**src/rtl/seq_shifter_pkg.sv**
```systemverilog
// Shared types for the multi-cycle shifter: opcode and FSM state encodings.
// SEQ_SHIFTER_ROTATE_EN enables the ROL/ROR opcodes; otherwise they act as NONE.
package seq_shifter_pkg;

  typedef enum logic [2:0] {
    OP_NONE = 3'b000,
    OP_LSL  = 3'b001,
    OP_LSR  = 3'b010,
    OP_ASR  = 3'b011,
    OP_ROL  = 3'b100,
    OP_ROR  = 3'b101,
    OP_RSV6 = 3'b110,
    OP_RSV7 = 3'b111
  } shift_op_e;

  typedef enum logic [1:0] {
    ST_IDLE  = 2'b00,
    ST_SHIFT = 2'b01,
    ST_DONE  = 2'b10
  } shift_state_e;

  // True when the opcode moves bits; everything else collapses to NONE.
  function automatic logic op_active(input logic [2:0] op);
    logic act;
    act = (op == OP_LSL) || (op == OP_LSR) || (op == OP_ASR);
`ifdef SEQ_SHIFTER_ROTATE_EN
    act = act || (op == OP_ROL) || (op == OP_ROR);
`endif
    return act;
  endfunction

endpackage

```
**src/rtl/seq_shifter_step.sv**
```systemverilog
// Combinational single-step shift unit: applies k positions of one operation.
// Rotate paths exist only when SEQ_SHIFTER_ROTATE_EN is defined.
module shift_step
  import seq_shifter_pkg::*;
#(
  parameter int WIDTH = 16,
  localparam int AMT_W = $clog2(WIDTH)
) (
  input  logic [WIDTH-1:0] value,
  input  shift_op_e        op,
  input  logic [AMT_W-1:0] k,
  output logic [WIDTH-1:0] result,
  output logic             carry
);

  logic [WIDTH-1:0] out_hi;
  logic [WIDTH-1:0] out_lo;
`ifdef SEQ_SHIFTER_ROTATE_EN
  logic [WIDTH-1:0] rot_l;
  logic [WIDTH-1:0] rot_r;
`endif

  always_comb begin
    // Bit 0 of out_hi is value[WIDTH-k]; bit 0 of out_lo is value[k-1].
    out_hi = value >> (WIDTH - int'(k));
    out_lo = value >> (k - AMT_W'(1));
`ifdef SEQ_SHIFTER_ROTATE_EN
    rot_l  = (value << k) | (value >> (WIDTH - int'(k)));
    rot_r  = (value >> k) | (value << (WIDTH - int'(k)));
`endif
    result = value;
    carry  = 1'b0;
    case (op)
      OP_LSL: begin result = value << k;            carry = out_hi[0]; end
      OP_LSR: begin result = value >> k;            carry = out_lo[0]; end
      OP_ASR: begin result = $signed(value) >>> k;  carry = out_lo[0]; end
`ifdef SEQ_SHIFTER_ROTATE_EN
      OP_ROL: begin result = rot_l; carry = rot_l[0];       end
      OP_ROR: begin result = rot_r; carry = rot_r[WIDTH-1]; end
`endif
      default: ;
    endcase
    if (k == '0) carry = 1'b0;
  end

endmodule

```
**src/rtl/seq_shifter.sv**
```systemverilog
// Multi-cycle shifter: up to STEP positions per clock behind valid/ready.
// Build option SEQ_SHIFTER_ROTATE_EN enables ROL/ROR (see shift_step).
module seq_shifter
  import seq_shifter_pkg::*;
#(
  parameter int WIDTH = 16,
  parameter int STEP  = 1,
  localparam int AMT_W = $clog2(WIDTH)
) (
  input  logic             clk,
  input  logic             reset,
  input  logic             in_valid,
  output logic             in_ready,
  input  logic [WIDTH-1:0] in_data,
  input  logic [2:0]       in_op,
  input  logic [AMT_W-1:0] in_amt,
  output logic             out_valid,
  input  logic             out_ready,
  output logic [WIDTH-1:0] out_data,
  output logic             out_carry,
  output logic             out_zero,
  output shift_state_e     dbg_state
);

  // Handshake: a transfer happens on a rising edge where valid and ready are
  // both high; in_ready only in IDLE, out_valid only in DONE, so an accept
  // and a release can never share a cycle.
  localparam logic [AMT_W-1:0] STEP_K = AMT_W'(STEP);

  shift_state_e     state_q, state_d;
  logic [WIDTH-1:0] data_q,  data_d;
  shift_op_e        op_q,    op_d;
  logic [AMT_W-1:0] rem_q,   rem_d;
  logic             carry_q, carry_d;

  logic [AMT_W-1:0] step_k;
  logic [WIDTH-1:0] step_val;
  logic             step_carry;

  assign step_k = (rem_q < STEP_K) ? rem_q : STEP_K;

  shift_step #(.WIDTH(WIDTH)) u_step (
    .value  (data_q),
    .op     (op_q),
    .k      (step_k),
    .result (step_val),
    .carry  (step_carry)
  );

  always_comb begin
    state_d = state_q;
    data_d  = data_q;
    op_d    = op_q;
    rem_d   = rem_q;
    carry_d = carry_q;
    case (state_q)
      ST_IDLE: begin
        if (in_valid) begin
          data_d  = in_data;
          op_d    = op_active(in_op) ? shift_op_e'(in_op) : OP_NONE;
          rem_d   = in_amt;
          carry_d = 1'b0;
          state_d = (in_amt == '0 || !op_active(in_op)) ? ST_DONE : ST_SHIFT;
        end
      end
      ST_SHIFT: begin
        data_d  = step_val;
        carry_d = step_carry;
        rem_d   = rem_q - step_k;
        if (rem_d == '0) state_d = ST_DONE;
      end
      ST_DONE: begin
        if (out_ready) state_d = ST_IDLE;
      end
      default: state_d = ST_IDLE;
    endcase
  end

  always_ff @(posedge clk) begin
    if (reset) begin
      state_q <= ST_IDLE;
      data_q  <= '0;
      op_q    <= OP_NONE;
      rem_q   <= '0;
      carry_q <= 1'b0;
    end else begin
      state_q <= state_d;
      data_q  <= data_d;
      op_q    <= op_d;
      rem_q   <= rem_d;
      carry_q <= carry_d;
    end
  end

  assign in_ready  = (state_q == ST_IDLE);
  assign out_valid = (state_q == ST_DONE);
  assign out_data  = data_q;
  assign out_carry = carry_q;
  assign out_zero  = (data_q == '0);
  assign dbg_state = state_q;

endmodule

```
**config.mk**
```make
export PLATFORM = sky130hd
export DESIGN_NAME = seq_shifter
export DESIGN_NICKNAME = d
export VERILOG_FILES = /design/src/rtl/seq_shifter_pkg.sv /design/src/rtl/seq_shifter_step.sv /design/src/rtl/seq_shifter.sv
export SDC_FILE = /design/constraint.sdc
export NUM_CORES = 1
export LEC_CHECK = 0
export CORE_MARGIN = 3
export CORE_UTILIZATION = 45
export CTS_CLUSTER_DIAMETER = 60
export DETAILED_ROUTE_END_ITERATION = 8
export DONT_BUFFER_PORTS = 1
export GPL_TIMING_DRIVEN = 0
export PLACE_DENSITY = 0.63
export SLEW_MARGIN = 10
export SYNTH_ARGS = -nofsm -noshare
export SYNTH_HDL_FRONTEND = slang
export SYNTH_SLANG_ARGS = --single-unit
```
**constraint.sdc**
```tcl
create_clock -name clk -period 2.55 [get_ports clk]
set_clock_uncertainty 0.1 [all_clocks]
set_input_delay 0.255 -clock clk [delete_from_list [all_inputs] [get_ports clk]]
set_output_delay 0.255 -clock clk [all_outputs]
set_load 0.02 [all_outputs]
```
==> results of run 1 <==
worst paths after layout:
| path | start | end | slack (ps) | cells after the start |
|---|---|---|---|---|
| setup / recovery | rem_q[0]$_SDFFE_PP0P_ | out_carry$_SDFFE_PP0P_ | 120 | 8 |
| hold / removal | in_op[2] | op_q[1]$_SDFFE_PP0P_ | 90 | 3 |
| setup reg to reg | rem_q[0]$_SDFFE_PP0P_ | out_carry$_SDFFE_PP0P_ | 120 | 8 |
| hold reg to reg | rem_q[3]$_SDFFE_PP0P_ | rem_q[3]$_SDFFE_PP0P_ | 450 | 2 |
cell families (layout without fill, tap and decap cells):
| kind of cell | Yosys count | after routing |
|---|---|---|
| mux | 8 | 8 |
| xor+xnor | 3 | 3 |
| compound gates | 76 | 76 |
| other cells | 1 | 2 |
| flops | 26 | 26 |
| buf+inv | 23 | 25 |
| simple gates | 97 | 97 |
| fa+ha+maj | 3 | 3 |
synth_stat cells (all sizes together):
library cell | count | area (sq um)
and3b | 2 | 17.5
a311oi | 1 | 8.76
ha | 3 | 37.5
nor3b | 2 | 15.0
a211o | 2 | 17.5
inv | 5 | 21.3
or4 | 1 | 7.51
a21oi | 21 | 105
o21ai | 10 | 50.0
nand3b | 1 | 7.51
o31ai | 7 | 52.6
o21a | 2 | 15.0
a22oi | 8 | 60.1
mux2i | 8 | 80.1
clkbuf | 12 | 45.0
o22a | 1 | 8.76
nor2 | 29 | 109
o221a | 1 | 11.3
dfxtp | 26 | 521
a211oi | 11 | 103
nor3 | 6 | 30.0
nor2b | 6 | 37.5
a41o | 1 | 10.0
a2111oi | 1 | 8.76
o21bai | 1 | 7.51
xnor2 | 3 | 26.3
nand2 | 31 | 116
a31oi | 8 | 50.1
nand2b | 7 | 43.8
o22ai | 1 | 6.26
buf | 6 | 41.3
nand4 | 1 | 6.26
nand3 | 4 | 20.0
conb | 1 | 3.75
and4 | 1 | 8.76
nor4 | 6 | 37.5
layout make-up:
type / instances / area (sq um)
buffer: 17 / 82.6
clock buffer: 3 / 41.3
fill: 399 / 1830
inverter: 5 / 21.3
multi-input combinational: 189 / 1140
sequential: 26 / 520
tap: 48 / 60.1
routing by layer:
layer | GRT usage (%) | wire length (um) | vias up
met5 | 0 | 0 | -
met4 | 6.20 | 68 | 0
met3 | 5.09 | 400 | 7
met2 | 30.6 | 2050 | 59
met1 | 32.1 | 2310 | 800
li1 | - | - | 866
power groups by stage:
stage	Combinational, uW	Clock [uW]	Sequential (uW)
6_report	379	241	538
5_1_grt	423	264	547
4_1_cts	367	245	538
3_5_place_dp	366	0	548
3_3_place_gp	363	0	547
2_1_floorplan	303	0	527
repair_timing:
action | in CTS | in global routing
pin swaps | 1 | 0
setup endpoints to repair | 1 | 1
hold buffers | 0 | 0
gates resized for setup | 0 | 3
sequential cells by signal (all words and copies together) (netlist names):
| name | cells |
|---|---|
| out_data | 16 |
| rem_q | 4 |
| op_q | 3 |
| dbg_state | 2 |
| out_carry | 1 |
per-stage QoR:
step           setup WS (ps)  std cells  hold WS, ps  power [uW]
2_1_floorplan            187        238          343         830
3_3_place_gp           -2.28        286          372         909
3_5_place_dp           -9.69        286          385         913
4_1_cts                 78.7        288         93.7        1150
5_1_grt                 7.28        288         85.5        1230
6_report                 124        288         90.3        1160
worst max-delay path, delay by kind of cell (launching register included):
kind | cells | cell delay (ps)
compound gates | 4 | 680
buf+inv | 2 | 310
fa+ha+maj | 1 | 350
flops | 1 | 350
simple gates | 1 | 520
==> impl_metrics.yaml, run 1 <==
die:
  die_h_um: 68.3
  num_rows: 22
  die_w_um: 68.3
  dieArea_sq_mm: 0.00466
  num_io_pins: 49
  core_area_sq_mm: 0.00369
  start_util_pct: 47.4
setup_path:
  cp-start-kind: "flop"
  critPathCaptureType: "flop"
  crit_chain: "or4_1, buf_4, inv_4, ha_2, a211o_1, a22oi_1, o31ai_1, a41o_1"
  required_ps: 2620
  cpPeakStageDelay_ps: 520
  cp_max_fo: 11
  critPathSlowestCell: "or4_1"
  critPathArrivalTime_ps: 2500
  path_class: "reg2reg"
detailed_routing:
  drt-total-wl_mm: 4.83
  ant_nets: 0
  drc: 0
  vias: 1732
  vias_per_cell: 6.01
  drtIter0Drc: 164
  dr.pass1.iters: 4
  post_drt_wl_per_cell_um: 16.8
clock_tree:
  clockRootBuffer: "clkbuf_8"
  cts-htree-levels: 1
  clock-sinks: 26
  clk_path_buf_depth: 2
  post_cts_buffers: 0
  clk_pin_slew_ps: 90
  worstSkewPairLatency_ps: 270
  cts_tree: "done"
  cts_made_buffers: 3
timing:
  fin_crit_sh_pct: 95.2
  slew_headroom_pct: 60.5
  hold_violations: 0
  final_max_slew_viol_count: 0
  setup_violations: 0
  fmax_ghz: 0.412
  min_period_ps: 2430
  worst_pin_slew_ps: 592
  fin_tns_setup_ps: 0
  rsz0062_at_grt: "false"
final_layout:
  final_area_sq_mm: 0.00186
  post-route-util_pct: 50.5
  syn2layout_area_growth_pct: 6.59
  layout_common_cells: "nand2_1 (31), nor2_1 (29), dfxtp_1 (26)"
  fin_nets: 272
  mostFrequentLayoutCell: "nand2_1"
  drive_gt1_share_pct: 7.50
  diodes: 0
global_route:
  grt_antenna_before_repair: 0
  grt_usage_pct: 21.6
  overflow: 0
  grt_max_degree: 14
  first_global_vias: 1463
  grt_pass1_wl_mm: 7.70
synthesis:
  syn_area_per_cell_sq_um: 7.37
  synthSimpleGateAreaFrac_pct: 26.1
  yosys_warnings: 0
  synth_seq_area_share_pct: 29.8
  synth-compound-area-share_pct: 29.4
  yosys.area_share.adder_pct: 2.15
  synth_top_family_by_area: "compound AO/OA/AOI/OAI gates"
  synth_area_sq_mm: 0.00175
  synthXorXnorAreaFrac_pct: 1.50
  yosysUniqueCellTypes: 42
  ys_seq_elements: 26
  synthCells: 237
  yosys-mux-area-fraction_pct: 4.58
placed_design:
  dpl_cell_area_sq_mm: 0.00181
  port_buffers: 0
  dp_hpwl_mm: 3.58
  place.gp.congestion: 0.870
power:
  p_switching_uw: 455
  powerDensity_mw_per_mm2: 622
  seq_power_share_pct: 46.5
  p_comb_share_pct: 32.7
  p_leak_uw: 0.000667
  p_clk_share_pct: 20.8
  switching_share_pct: 39.3
  ir_worst_vdd_mv: 0.186
  power.internal_uw: 703
min_path:
  hp-class: "in2reg"
status:
  status: "complete, no violations"
run:
  maxCapViolCount: 0
Power figures use the tool's default switching activity.
==> run 2, diff against run 1 <==
--- a/config.mk
+++ b/config.mk
@@ -10,2 +10,3 @@
 export CTS_CLUSTER_DIAMETER = 60
+export CTS_CLUSTER_SIZE = 8
 export DETAILED_ROUTE_END_ITERATION = 8
==> constraint.sdc (replaced) <==
create_clock -name clk -period 2.55 [get_ports clk]
set_clock_uncertainty 0.1 [all_clocks]
set_input_delay 0.51 -clock clk [delete_from_list [all_inputs] [get_ports clk]]
set_output_delay 0.51 -clock clk [all_outputs]
set_load 0.02 [all_outputs]
==> results of run 2 <==
The final DEF is identical to that of run 1. Status: complete, no violations.
Among the figures that moved: hold slack 90.3 ps -> 345 ps
